## config.mk

```make
export PLATFORM = sky130hd
export DESIGN_NAME = softmax_writeback_flat
export DESIGN_NICKNAME = d
export VERILOG_FILES = /design/src/rtl/softmax_writeback_pkg.sv /design/src/rtl/softmax_writeback_if.sv /design/src/rtl/wb_fifo.sv /design/src/rtl/softmax_writeback.sv /design/src/flat_wrapper.sv
export SDC_FILE = /design/constraint.sdc
export NUM_CORES = 1
export LEC_CHECK = 0
export ABC_AREA = 0
export CAP_MARGIN = 5
export CORE_ASPECT_RATIO = 0.8
export CORE_MARGIN = 2
export CORE_UTILIZATION = 70
export CTS_BUF_LIST = sky130_fd_sc_hd__clkbuf_8
export DETAILED_ROUTE_END_ITERATION = 10
export DONT_BUFFER_PORTS = 1
export HOLD_SLACK_MARGIN = 0.15
export PLACE_DENSITY = 0.86
export REMOVE_ABC_BUFFERS = 1
export SLEW_MARGIN = 20
export SYNTH_ARGS = -nofsm -noshare
export SYNTH_HDL_FRONTEND = slang
export SYNTH_HIERARCHICAL = 1
export SYNTH_SLANG_ARGS = --single-unit
```

## constraint.sdc

```tcl
create_clock -name clk -period 23.7 [get_ports clk]
set_clock_uncertainty 0.2 [all_clocks]
set_input_delay 2.37 -clock clk [delete_from_list [all_inputs] [get_ports clk]]
set_output_delay 2.37 -clock clk [all_outputs]
set_load 0.02 [all_outputs]
```

## src/rtl/softmax_writeback_pkg.sv

```systemverilog
// softmax_writeback_pkg: shared widths, types and beat packing for the write-back engine
package softmax_writeback_pkg;
    localparam int DATAWIDTH = 16;
    localparam int NUM = 4;
    localparam int ADDRSIZE = 8;
    localparam int WORDW = DATAWIDTH * NUM;
    typedef logic [DATAWIDTH-1:0] lane_t;
    typedef logic [ADDRSIZE-1:0] addr_t;
    typedef logic [WORDW-1:0] word_t;
    function automatic word_t pack_beat(input lane_t l0, input lane_t l1, input lane_t l2, input lane_t l3);
        return {l3, l2, l1, l0};
    endfunction
endpackage

```

## src/rtl/softmax_writeback_if.sv

```systemverilog
// softmax_writeback_if: valid/ready memory write port
interface softmax_writeback_if;
    import softmax_writeback_pkg::*;
    logic wr_en;
    logic wr_ready;
    addr_t wr_addr;
    word_t wr_data;
    modport master(output wr_en, output wr_addr, output wr_data, input wr_ready);
    modport slave(input wr_en, input wr_addr, input wr_data, output wr_ready);
endinterface

```

## src/rtl/wb_fifo.sv

```systemverilog
// wb_fifo: synchronous beat FIFO with sync flush and full/empty flags
module wb_fifo
    import softmax_writeback_pkg::*;
#(
    parameter int DEPTH = 8,
    parameter int AW = 3
) (
    input  logic  clk,
    input  logic  reset_n,
    input  logic  flush,
    input  logic  push,
    input  logic  pop,
    input  word_t wdata,
    output word_t rdata,
    output logic  full,
    output logic  empty
);
    word_t mem [DEPTH];
    logic [AW-1:0] wp, rp;
    logic [AW:0] cnt;
    logic do_push, do_pop;
    assign full = cnt == (AW+1)'(DEPTH);
    assign empty = cnt == '0;
    assign rdata = mem[rp];
    assign do_push = push && !full;
    assign do_pop = pop && !empty;
    always_ff @(posedge clk)
        if (do_push) mem[wp] <= wdata;
    always_ff @(posedge clk or negedge reset_n)
        if (!reset_n) begin
            wp <= '0;
            rp <= '0;
            cnt <= '0;
        end else if (flush) begin
            wp <= '0;
            rp <= '0;
            cnt <= '0;
        end else begin
            if (do_push) wp <= wp + AW'(1);
            if (do_pop) rp <= rp + AW'(1);
            cnt <= cnt + {{AW{1'b0}}, do_push} - {{AW{1'b0}}, do_pop};
        end
endmodule

```

## src/rtl/softmax_writeback.sv

```systemverilog
// softmax_writeback: buffers softmax result beats and writes them to memory
// at consecutive addresses from a latched base, with job tracking and error flags.
module softmax_writeback
    import softmax_writeback_pkg::*;
#(
    parameter int FIFO_DEPTH = 8,
    parameter int FIFO_AW = 3
) (
    input  logic  clk,
    input  logic  reset_n,
    input  logic  init,
    input  addr_t wr_start_addr,
    input  addr_t num_beats,
    input  logic  in_valid,
    input  lane_t in0,
    input  lane_t in1,
    input  lane_t in2,
    input  lane_t in3,
    softmax_writeback_if.master wb,
    output logic  busy,
    output logic  wb_done,
    output logic  err_ovf,
    output logic  err_extra
);
    localparam logic [1:0] IDLE = 2'd0, ARMED = 2'd1, FINISH = 2'd2;
    logic [1:0] state;
    addr_t base, nb, rx_cnt, ld_cnt, wr_cnt;
    logic full, empty, want, room, push, pop, xfer;
    word_t head;
    assign want = in_valid && !init;
    assign room = state == ARMED && rx_cnt < nb;
    assign push = want && room && !full;
    assign pop = !init && !empty && (!wb.wr_en || wb.wr_ready);
    assign xfer = wb.wr_en && wb.wr_ready;
    assign busy = state == ARMED;
    assign wb_done = state == FINISH;
    wb_fifo #(.DEPTH(FIFO_DEPTH), .AW(FIFO_AW)) u_fifo (
        .clk(clk),
        .reset_n(reset_n),
        .flush(init),
        .push(push),
        .pop(pop),
        .wdata(pack_beat(in0, in1, in2, in3)),
        .rdata(head),
        .full(full),
        .empty(empty)
    );
    // ld_cnt addresses the beat entering the stage; wr_cnt counts accepted writes
    always_ff @(posedge clk or negedge reset_n)
        if (!reset_n) begin
            state <= IDLE;
            base <= '0;
            nb <= '0;
            rx_cnt <= '0;
            ld_cnt <= '0;
            wr_cnt <= '0;
            err_ovf <= 1'b0;
            err_extra <= 1'b0;
            wb.wr_en <= 1'b0;
            wb.wr_addr <= '0;
            wb.wr_data <= '0;
        end else if (init) begin
            state <= num_beats == '0 ? FINISH : ARMED;
            base <= wr_start_addr;
            nb <= num_beats;
            rx_cnt <= '0;
            ld_cnt <= '0;
            wr_cnt <= '0;
            err_ovf <= 1'b0;
            err_extra <= 1'b0;
            wb.wr_en <= 1'b0;
        end else begin
            if (push) rx_cnt <= rx_cnt + addr_t'(1);
            if (want && room && full) err_ovf <= 1'b1;
            if (want && !room) err_extra <= 1'b1;
            if (pop) begin
                wb.wr_en <= 1'b1;
                wb.wr_addr <= base + ld_cnt;
                wb.wr_data <= head;
                ld_cnt <= ld_cnt + addr_t'(1);
            end else if (xfer) wb.wr_en <= 1'b0;
            if (xfer) wr_cnt <= wr_cnt + addr_t'(1);
            state <= state == FINISH ? IDLE
                   : (state == ARMED && xfer && wr_cnt == nb - addr_t'(1)) ? FINISH : state;
        end
endmodule

```

## src/flat_wrapper.sv

```systemverilog
// flat-port wrapper written by rule: the top's interface ports become plain ports
module softmax_writeback_flat import softmax_writeback_pkg::*;
#(
    parameter int FIFO_DEPTH = 8,
    parameter int FIFO_AW = 3
)
  (clk, reset_n, init, wr_start_addr, num_beats, in_valid, in0, in1, in2, in3, busy, wb_done, err_ovf, err_extra, wb_wr_en, wb_wr_addr, wb_wr_data, wb_wr_ready);
  softmax_writeback_if wb_i ();
  input  logic clk;
  input  logic reset_n;
  input  logic init;
  input  addr_t wr_start_addr;
  input  addr_t num_beats;
  input  logic in_valid;
  input  lane_t in0;
  input  lane_t in1;
  input  lane_t in2;
  input  lane_t in3;
  output logic busy;
  output logic wb_done;
  output logic err_ovf;
  output logic err_extra;
  output wire logic [$bits(wb_i.wr_en)-1:0] wb_wr_en;
  output wire logic [$bits(wb_i.wr_addr)-1:0] wb_wr_addr;
  output wire logic [$bits(wb_i.wr_data)-1:0] wb_wr_data;
  input wire logic [$bits(wb_i.wr_ready)-1:0] wb_wr_ready;
  assign wb_wr_en = wb_i.wr_en;
  assign wb_wr_addr = wb_i.wr_addr;
  assign wb_wr_data = wb_i.wr_data;
  assign wb_i.wr_ready = wb_wr_ready;
  softmax_writeback #(.FIFO_DEPTH(FIFO_DEPTH), .FIFO_AW(FIFO_AW)) u_core (.clk(clk), .reset_n(reset_n), .init(init), .wr_start_addr(wr_start_addr), .num_beats(num_beats), .in_valid(in_valid), .in0(in0), .in1(in1), .in2(in2), .in3(in3), .wb(wb_i), .busy(busy), .wb_done(wb_done), .err_ovf(err_ovf), .err_extra(err_extra));
endmodule
```

## Yosys cells after proc, flatten, opt, wreduce, memory -nomap -nowiden

Memory sizes are Yosys's and may differ from the RTL's. A register that Yosys moved wholly into a read port is not among the register bits.
Cells that the tools add are included.

- Word-level logic and storage cells: 85
- Register bits: 63
- RAM bits: 512
- Memories: 1

Memory list:

| name | depth | width | read ports | clocked after Yosys merged registers in | write ports | RTL line | text |
|---|---|---|---|---|---|---|---|
| u_core.u_fifo.mem | 8 | 64 | 1 | 1 | 1 | wb_fifo.sv:18 | `word_t mem [DEPTH];` |

- Eq/ne operators: 4
- Reduce and logical (&&, ||, !) cells: 32
- Magnitude comparators: 1
- Add/sub/neg operators: 9
- Multiplexer cells: 24
- Bitwise logic cells: 1

Operator list:

| kind | count |
|---|---|
| $mux 8 | 6 |
| $add 8x1->8 const B | 3 |
| $reduce_bool 2->1 | 7 |
| $logic_and 1x1->1 | 13 |
| $mux 3 | 4 |
| $mux 1 | 9 |
| $add 8x8->8 | 1 |
| $eq 8x8->1 | 1 |
| $logic_not 8->1 | 1 |
| $lt 8x8->1 | 1 |
| $mux 2 | 4 |
| $sub 8x1->8 const B | 1 |
| $add 3x1->3 const B | 2 |
| $logic_not 1->1 | 6 |
| $reduce_bool 3->1 | 2 |
| $add 4x1->4 | 1 |
| $eq 4x4->1 const B | 1 |
| $logic_not 4->1 | 1 |
| $mux 4 | 1 |
| $sub 4x1->4 | 1 |
| $eq 2x1->1 const B | 1 |
| $eq 2x2->1 const B | 1 |
| $reduce_and 2->1 | 1 |
| $logic_or 1x1->1 | 1 |
| $not 1->1 | 1 |

## Longest topological paths before layout

Gate-level depths: netlist of run 1.

- Depth after elaboration: 8
- Gate-level depth with buffers: 15

## Cells and area by module

The synthesis of run 1 kept the hierarchy.

By module, submodules not included:

| module | cells each | area an instance (sq um) | instances | sequential area each (sq um) |
|---|---|---|---|---|
| wb_fifo | 812 | 19,860.3 | 1 | 15,625.0 |
| softmax_writeback | 590 | 5,454.0 | 1 | 2,927.8 |

## Worst setup path after synthesis of run 1

Ideal clock, no wire load.

- Path kind: input port to flip-flop
- Start: input init
- End: memory u_core/u_fifo/mem[0][0] (netlist bit), enable pin
- Data arrival time: 8.144 ns
- Buffers on the path: 2
- Data required time: 22.935 ns
- Slack: 14.791 ns
- Cell stages on the path: 6
- Cells stage by stage: clkbuf_8 -> clkbuf_8 -> nor4b_1 -> inv_1 -> or3_1 -> nor3_1

- Word-level cells in the longest chain between the ends: 7

RTL lines:

| element | RTL line | text |
|---|---|---|
| from (decl) | flat_wrapper.sv:11 | `input logic init;` |
| $logic_not 1->1 | softmax_writeback.sv:30 | `assign want = in_valid && !init;` |
| $logic_and 1x1->1 | softmax_writeback.sv:30 |  |
| $logic_and 1x1->1 (2 in a row) | softmax_writeback.sv:32 | `assign push = want && room && !full;` |
| net u_core.push | softmax_writeback.sv:28 | `logic full, empty, want, room, push, pop, xfer;` |
| $logic_and 1x1->1 | wb_fifo.sv:25 | `assign do_push = push && !full;` |
| $mux 1 | wb_fifo.sv:28 | `if (do_push) mem[wp] <= wdata;` |
| $mux 1 (implied by the code) | wb_fifo.sv:28 |  |
| to (decl) | wb_fifo.sv:18 |  |

The timed path passes the listed nets, and every way through them passes these cells.

## Worst setup path in the final report of run 1

- Start: input init
- End: memory u_core/u_fifo/mem[6][27] (netlist bit), enable pin

- Word-level cells in the longest chain between the ends: 7

RTL lines:

| element | RTL line |
|---|---|
| $logic_not 1->1 | softmax_writeback.sv:30 |
| $logic_and 1x1->1 | softmax_writeback.sv:30 |
| $logic_and 1x1->1 (2 in a row) | softmax_writeback.sv:32 |
| $logic_and 1x1->1 | wb_fifo.sv:25 |
| $mux 1 | wb_fifo.sv:28 |
| $mux 1 (implied by the code) | wb_fifo.sv:28 |

No other way between the ends.

==> metrics.txt, run 1 <==
width of the die 216.6 um; post-synthesis cell area 25310 um^2; average footprint of a synthesized cell 18.06 um^2; Hold Path Stages 1; post-synthesis cell type count 59; clock group share of total power between 30% and 40%; synth top area cells edfxtp_1 (61%), dfrtp_1 (13%), mux4_2 (11%); Site Rows between 60 and 70; Mapped Cells 1402; met1 usage between 40% and 50%; transition time at the pin with the least slew margin around 1200 ps; multiplexer share of the synthesized area about 15%; Clock Pin Slew Worst Setup and Hold Paths around 60 ps; gpl congestion 0.8411; CORE AREA 35760 um^2; top cell type by total area after synthesis edfxtp_1; GRT met2 Usage 44.83%; WP data required 23800 ps; XOR/XNOR share of the synthesized area less than 1%; Most Used Layer, Global Route met2; worst-case setup margin in the final layout 18740 ps; fill cell total of the finished layout 1791; Final setup violation count 0; adder-cell share of the synthesized area 1.443%; post-detail-place hpwl 29.43 mm; number of buffers inserted for hold repair after clock tree synthesis 0; count of flip-flops with a built-in enable after synthesis 512; sequential power share a little over half; DRC violation total after the first TritonRoute iteration 1567; number of antenna violations at the first check in global routing 0; initial core utilization 70.79%; diodes inserted 0; number of buffers inserted by port buffering 0; largest net degree at the start of global routing between 100 and 150; f_max 0.2015 GHz; cell repeated most along the worst path buf_4; CTS tree built; total of cells resized after clock tree synthesis 0; headroom to the max-slew limit 23.28%; arrival time at the worst endpoint just over 5000 ps; average vias per placed instance ~6.5; floorplan die area 37710 um^2; outcome finished clean; leakage power total 0.009726 uW; Root Buffer clkbuf_8; Crit. Startpoint init; number of levels in the clock H-tree 3; cell with the most instances after synthesis edfxtp_1; main flop type after synthesis edfxtp_1; total routed wirelength between 50 and 60 mm; post-CTS setup buffer count 0; total iterations of the first detailed-routing run 5; finished layout cell area between 20000 and 30000 um^2; largest family of logic cells by synthesized area multiplexers; area grow syn2layout 9.445%; clock tree buffer depth 3; cell with the largest stage delay on the worst path nor2_4; pre-CTS setup slack ~18000 ps; Worst Setup End Kind register; remaining design rule violation count 0; Synth Area in Compound Gates ~1.8%; CP cell instances nor4b_1 -> buf_4 -> inv_1 -> or3_1 -> nor2_4 -> buf_4; cell count of the worst reg-to-reg path 11; simple-gate share of the synthesized area slightly below 6%; per-cell routed wire length around 26 um; asr flop ratio synth 19.87%; global route total overflow 0; total I/O pin count 162; multi-input gate area in the final layout 6354 um^2; number of routed nets with antenna violations 0; maximum capacitance violations 0; net switching power 768.6 uW; total count of hold-check failures in the final report 0; min-delay src u_core/base[6]$_DFFE_PN0P_; peak supply drop 0.08412 mV; beginning of the worst register-to-register path u_core/nb[6]$_DFFE_PN0P_; GRT Resource Usage Total approximately 29%; share of the clock period used by the worst path after layout 20.94%; switching portion of total power 28.68%; Seq. cell area between 15000 and 20000 um^2; Ys Warns 6; total number of vias 13084; flop and latch count out of synthesis 639; PwrDens 96.73 nW/um^2; Worst Path Class, Setup in2reg; worst hold slack across all endpoints around 320 ps; final setup TNS 0 ps; Pint 1911 uW; final slew viol count 0; final worst path period need 4964 ps; Skew-Pair Late Insertion Delay a little under 700 ps; top cell type's share of synthesized area 60.74%; list of most frequent post-synthesis cells edfxtp_1 (512), nand2_1 (223), mux4_2 (128); type of element launching the critical path input pin; final cell count without fillers between 2000 and 2500; highest cell delay on the worst timing path just under 900 ps; Worst Hold Class reg2reg; number of buffers created by CTS 93; total number of clock tree sinks 639; maximum fanout along the worst path 80; number of global-route vias before repair ~13000; fraction of final layout cells with drive strength greater than 1 24.44%; Global Route met3 Usage 6.737%; unrepaired setup endpoints after global routing no; combinational fraction of design power 12.4%; sequential share of the synthesized area ~73%; layout net count 1564; first-pass GRT wire length 79.36 mm; instance area after placement 25770 um^2; vertical die dimension 174.1 um; Placed Instances 1834
stage by stage:
| stage | util (%) | power (uW) |
|---|---|---|
| 4_1_cts | 77.34 | 2686 |
| 3_3_place_gp | 71.98 | 1791 |
| 6_report | 77.47 | 2680 |
| 3_5_place_dp | 72.06 | 1809 |
| 5_1_grt | 77.47 | 2783 |
| 2_1_floorplan | - | 1703 |
power groups by stage:
stage                     Sequential (uW)  Clock [uW]  Combinational, uW
after floorplan                      1460           0                242
after global placement               1480           0                308
after detailed placement             1480           0                326
after CTS                            1460         891                332
after global routing                 1470         944                367
final                                1460         886                332
cell usage in the layout, fill, tap and decap left out, types with 3 or more instances in the layout:
| master | Yosys | routed |
|---|---|---|
| a211oi_1 | 4 | 4 |
| a21oi_1 | 15 | 15 |
| and3_1 | 6 | 6 |
| buf_4 | 2 | 17 |
| bufinv_16 | 0 | 5 |
| clkbuf_8 | 2 | 104 |
| clkinv_1 | 0 | 10 |
| clkinv_2 | 0 | 19 |
| clkinvlp_4 | 0 | 3 |
| dfrtp_1 | 127 | 124 |
| dfrtp_4 | 0 | 3 |
| edfxtp_1 | 512 | 512 |
| ha_1 | 26 | 26 |
| inv_1 | 24 | 54 |
| mux2_1 | 4 | 4 |
| mux2_2 | 72 | 72 |
| mux2i_1 | 3 | 3 |
| mux4_2 | 128 | 128 |
| nand2_1 | 223 | 223 |
| nand2b_1 | 10 | 10 |
| nand3_1 | 12 | 12 |
| nand4_1 | 11 | 11 |
| nor2_1 | 37 | 31 |
| nor2_4 | 0 | 6 |
| nor2b_1 | 10 | 10 |
| nor3_1 | 5 | 3 |
| nor4_1 | 4 | 4 |
| o21a_1 | 3 | 3 |
| o21ai_0 | 26 | 26 |
| or3_1 | 9 | 8 |
| xnor2_1 | 11 | 11 |
| xor2_1 | 17 | 17 |
flip-flops by register name (all words and copies together) (netlist names):
name               cells
u_core/rx_cnt          8
u_core/nb              8
u_core/wb.wr_data     64
u_core/u_fifo/rp       3
u_core/err_ovf         1
u_core/base            8
u_core/u_fifo/wp       3
u_core/u_fifo/mem    512
u_core/ld_cnt          8
u_core/wr_cnt          8
u_core/state           2
u_core/wb.wr_addr      8
u_core/err_extra       1
u_core/wb.wr_en        1
u_core/u_fifo/cnt      4
worst max-delay path, delay by kind of cell:
kind	cells	cell delay, ps
buffers and inverters	3	840
and+or+nand+nor	3	1770
final timing paths:
kind	slack (ps)	to
max in group asynchronous	21880	u_core/u_fifo/cnt[3]$_DFF_PN0_
worst max-delay path	18740	u_core/u_fifo/mem[6][27]$_DFFE_PP_
worst min register to register	320	u_core/base[6]$_DFFE_PN0P_
worst max register to register	18990	u_core/u_fifo/mem[6][27]$_DFFE_PP_
worst min-delay path	320	u_core/base[6]$_DFFE_PN0P_
min in group asynchronous	1180	u_core/wb.wr_data[30]$_DFFE_PN0P_
layout make-up:
cell class / count / area share (%)
clock buffers: 104 / 5.166
inverters: 25 / 0.3432
well taps: 480 / 2.168
flip-flops and latches: 639 / 67.01
repair buffers: 20 / 0.7316
multi-input cells: 672 / 22.93
clock inverters: 70 / 1.653
layer usage:
| layer | part of all wire, % | up-vias |
|---|---|---|
| met3 | 8.8 | 107 |
| met1 | 39 | 6773 |
| met4 | 2.7 | 0 |
| li1 | - | 5504 |
| met2 | 50 | 700 |
| met5 | 0 | - |
kinds of logic after synthesis:
kind of cell	Yosys count
AOI/OAI and AO/OA	71
xor gates and xnor gates	28
muxes	207
adders and majority gates	28
buffers and inverters	91
DFF	639
and+or+nand+nor	338
No activity file was read; power rests on OpenSTA's default activity.
==> inputs of run 2 (changes only) <==
--- a/config.mk
+++ b/config.mk
@@ -5,16 +5,16 @@
 export SDC_FILE = /design/constraint.sdc
 export NUM_CORES = 1
 export LEC_CHECK = 0
-export ABC_AREA = 0
+export ABC_AREA = 1
 export CAP_MARGIN = 5
 export CORE_ASPECT_RATIO = 0.8
 export CORE_MARGIN = 2
-export CORE_UTILIZATION = 70
+export CORE_UTILIZATION = 60
 export CTS_BUF_LIST = sky130_fd_sc_hd__clkbuf_8
 export DETAILED_ROUTE_END_ITERATION = 10
 export DONT_BUFFER_PORTS = 1
 export HOLD_SLACK_MARGIN = 0.15
-export PLACE_DENSITY = 0.86
+export PLACE_DENSITY = 0.79
 export REMOVE_ABC_BUFFERS = 1
 export SLEW_MARGIN = 20
 export SYNTH_ARGS = -nofsm -noshare
==> constraint.sdc (replaced) <==
create_clock -name clk -period 4.1 [get_ports clk]
set_clock_uncertainty 0.2 [all_clocks]
set_input_delay 0.41 -clock clk [delete_from_list [all_inputs] [get_ports clk]]
set_output_delay 0.41 -clock clk [all_outputs]
set_load 0.02 [all_outputs]
==> run 2 against run 1 <==
Clock power increased to 5.6 times the previous value. Power increased to 6.3 times the previous value. Clock-buffer cell count increased by 5. Die area increased by 31%. Final cell count increased by 89%. Area after synthesis increased by 13%. Largest cell class unchanged. Sequential share of layout area decreased by 8.5 points. Design area increased by 15%.
==> metrics.txt, run 2 <==
outcome finished clean (unchanged); most common cell after layout, fill and taps aside nand2_1 (was edfxtp_1); DRC violation total after the first TritonRoute iteration 1627 (was 1567); gpl congestion 0.8770 (was 0.8411); Crit Reg-Reg Endpoint u_core/u_fifo/cnt[2]$_DFF_PN0_ (was u_core/u_fifo/mem[6][27]$_DFFE_PP_); total count of hold-check failures in the final report 0 (unchanged); worst hold slack across all endpoints 179.5 ps (was 321.6 ps); largest net degree at the start of global routing 128 (unchanged); total number of clock tree sinks 639 (unchanged); cell count of the worst reg-to-reg path 14 (was 11); area grow syn2layout 11.30% (was 9.445%); PwrDens 528.1 nW/um^2 (was 96.73 nW/um^2); Worst Path Class, Setup reg2reg (was in2reg); Mapped Cells 2984 (was 1402); flop and latch count out of synthesis 639 (unchanged); arrival time at the worst endpoint 3920 ps (was 5070 ps); f_max 0.2814 GHz; Top reg by flops u_core/u_fifo/mem (unchanged); total I/O pin count 162 (unchanged); Site Rows 71 (was 62); Clock Pin Slew Worst Setup and Hold Paths 70 ps (was 60 ps); sequential power share 49.6% (was 54.5%); CTS tree built (unchanged); remaining design rule violation count 0 (unchanged); net switching power 5684 uW (was 768.6 uW); flip-flop count of the largest register, all copies and words added 512 (unchanged); global route total overflow 0 (unchanged); total of cells resized after clock tree synthesis 0 (unchanged); synth top area cells edfxtp_1 (54%), nand2_1 (15%), dfrtp_1 (11%) (was edfxtp_1 (61%), dfrtp_1 (13%), mux4_2 (11%)); top flop regs u_core/u_fifo/mem (512), u_core/wb.wr_data (64) (unchanged); number of routed nets with antenna violations 0 (unchanged); Skew-Pair Late Insertion Delay 700 ps (was 680 ps); Worst Hold Class in2async (was reg2reg); final worst path period need 3554 ps; clock tree buffer depth 3 (unchanged); CORE AREA 46990 um^2 (was 35760 um^2); final slew viol count 0 (unchanged); share of the clock period used by the worst path after layout 86.69%; maximum fanout along the worst path 12 (was 80); post-synthesis cell type count 37 (was 59); WP data required 4460 ps (was 23800 ps); highest-count cells in the layout ignoring fill and taps nand2_1 (1171), inv_1 (603), edfxtp_1 (512) (was edfxtp_1 (512), nand2_1 (223), mux4_2 (128)); Seq. cell area 18560 um^2 (unchanged); cell with the most instances after synthesis nand2_1 (was edfxtp_1); top cell type's share of synthesized area 53.89% (was 60.74%); number of global-route vias before repair 19725 (was 13421); headroom to the max-slew limit 28.89% (was 23.28%); count of flip-flops with a built-in enable after synthesis 512 (unchanged); fraction of final layout cells with drive strength greater than 1 5.851% (was 24.44%); switching portion of total power 33.90% (was 28.68%); leakage power total 0.01496 uW (was 0.009726 uW); clock group share of total power 29.5% (was 33.1%); Final setup violation count 0 (unchanged); Worst Setup End Kind register (unchanged); initial core utilization 60.71% (was 70.79%); maximum capacitance violations 0 (unchanged); width of the die 247.8 um (was 216.6 um); first-pass GRT wire length 100.2 mm (was 79.36 mm); post-detail-place hpwl 34.02 mm (was 29.43 mm); top cell type by total area after synthesis edfxtp_1 (unchanged); floorplan die area 49320 um^2 (was 37710 um^2); layout net count 3192 (was 1564); beginning of the worst register-to-register path u_core/nb[3]$_DFFE_PN0P_ (was u_core/nb[6]$_DFFE_PN0P_); combinational fraction of design power 20.9% (was 12.4%); main flop type after synthesis edfxtp_1 (unchanged); number of levels in the clock H-tree 3 (unchanged); multi-input gate area in the final layout 7103 um^2 (was 6354 um^2); unrepaired setup endpoints after global routing no (unchanged); final setup TNS 0 ps (unchanged); asr flop ratio synth 19.87% (unchanged); Pint 11080 uW (was 1911 uW); fill cell total of the finished layout 3311 (was 1791); number of buffers inserted by port buffering 0 (unchanged); average vias per placed instance 5.235 (was 6.509); Root Buffer clkbuf_8 (unchanged); peak supply drop 0.3726 mV (was 0.08412 mV); GRT Resource Usage Total 26.10% (was 28.53%); total iterations of the first detailed-routing run 5 (unchanged); post-synthesis cell area 28530 um^2 (was 25310 um^2); total routed wirelength 62.68 mm (was 53.15 mm); transition time at the pin with the least slew margin 1065 ps (was 1151 ps); per-cell routed wire length 16.54 um (was 26.44 um); sequential share of the synthesized area 65.03% (was 73.29%); Ys Warns 6 (unchanged); total number of vias 19842 (was 13084); number of buffers created by CTS 98 (was 93); list of most frequent post-synthesis cells nand2_1 (1171), inv_1 (574), edfxtp_1 (512) (was edfxtp_1 (512), nand2_1 (223), mux4_2 (128)); type of element launching the critical path register (was input pin); number of antenna violations at the first check in global routing 5 (was 0); setup slack on the worst flop-to-flop path 550 ps (was 18990 ps); average footprint of a synthesized cell 9.561 um^2 (was 18.06 um^2); vertical die dimension 199.0 um (was 174.1 um)
-- run 2: cells by family (layout without fill, tap and decap cells) --
logic type	after synthesis	in the layout	synth area share, %
AOI/OAI and AO/OA	52	52	0.9693
xor gates and xnor gates	13	13	0.3991
adders and majority gates	28	28	1.281
buffers and inverters	701	879	10.21
DFF	639	639	65.03
other	0	8	0
and+or+nand+nor	1551	1551	22.11
-- run 2: per-stage QoR --
stage               instance area, um^2  power (uW)  util, %  std cells  setup WS (ps)
global route                      31740       17700    67.53       3783          332.1
detailed placement                28930       11740    61.55       3506          604.7
CTS                               31730       16860    67.53       3782          583.1
global placement                  28930       11580    61.55       3506          721.3
floorplan                         27790       10920        -       2861          -3559
finish                            31750       16770    67.57       3790          545.9
-- run 2: worst max-delay path: stages (launching register included) --
cell and delay [ps]:
dfrtp_1 400, inv_1 110, ha_1 320, a21oi_1 180, nand2_1 70, nand2_1 140, nand4_4 200, clkinv_1 160
nand2_1 330, ha_1 420, inv_1 40, ha_1 210, fa_1 430, xnor2_1 170, nor2_1 60
-- run 2: repair_timing --
action / CTS / global route
setup buffers: 0 / 0
hold buffers: 93 / 0
setup endpoints to repair: 0 / 0
hold endpoints to repair: 720 / 0
-- run 2: worst max path at each step --
| stage | startpoint | cells after the start | end |
|---|---|---|---|
| floorplan | u_core/u_fifo/rp[0]$_DFFE_PN0P_ | 8 | u_core/wb.wr_data[0]$_DFFE_PN0P_ |
| global placement | u_core/nb[7]$_DFFE_PN0P_ | 15 | u_core/u_fifo/cnt[2]$_DFF_PN0_ |
| detailed placement | u_core/nb[3]$_DFFE_PN0P_ | 14 | u_core/u_fifo/cnt[2]$_DFF_PN0_ |
| CTS | u_core/nb[3]$_DFFE_PN0P_ | 14 | u_core/u_fifo/cnt[2]$_DFF_PN0_ |
| global route | u_core/nb[7]$_DFFE_PN0P_ | 15 | u_core/u_fifo/cnt[2]$_DFF_PN0_ |
| finish | u_core/nb[3]$_DFFE_PN0P_ | 14 | u_core/u_fifo/cnt[2]$_DFF_PN0_ |
-- run 2: routing by layer --
layer / track usage [%] / up-vias / wire, um
li1: - / 9512 / -
met1: 33.80 / 9397 / 25920
met2: 43.00 / 783 / 30120
met3: 5.451 / 148 / 4700
met4: 11.13 / 2 / 1924
met5: 0 / - / 13
-- run 2: power by group through the flow --
stage / clock network (uW) / registers (uW) / logic (uW)
after floorplan: 0 / 8530 / 2390
after global placement: 0 / 8440 / 3140
after detailed placement: 0 / 8450 / 3290
after CTS: 5040 / 8330 / 3490
after global routing: 5310 / 8380 / 4000
final: 4950 / 8320 / 3500
-- run 2: layout make-up --
cell class                      count  area share [%]
Antenna cell                        8         0.06305
Inverter                          578           6.872
Clock buffer                      109           4.725
Tap cell                          620           2.443
Sequential cell                   639           58.46
Timing Repair Buffer              118           3.964
Multi-Input combinational cell   1644           22.37
Clock inverter                     74           1.099
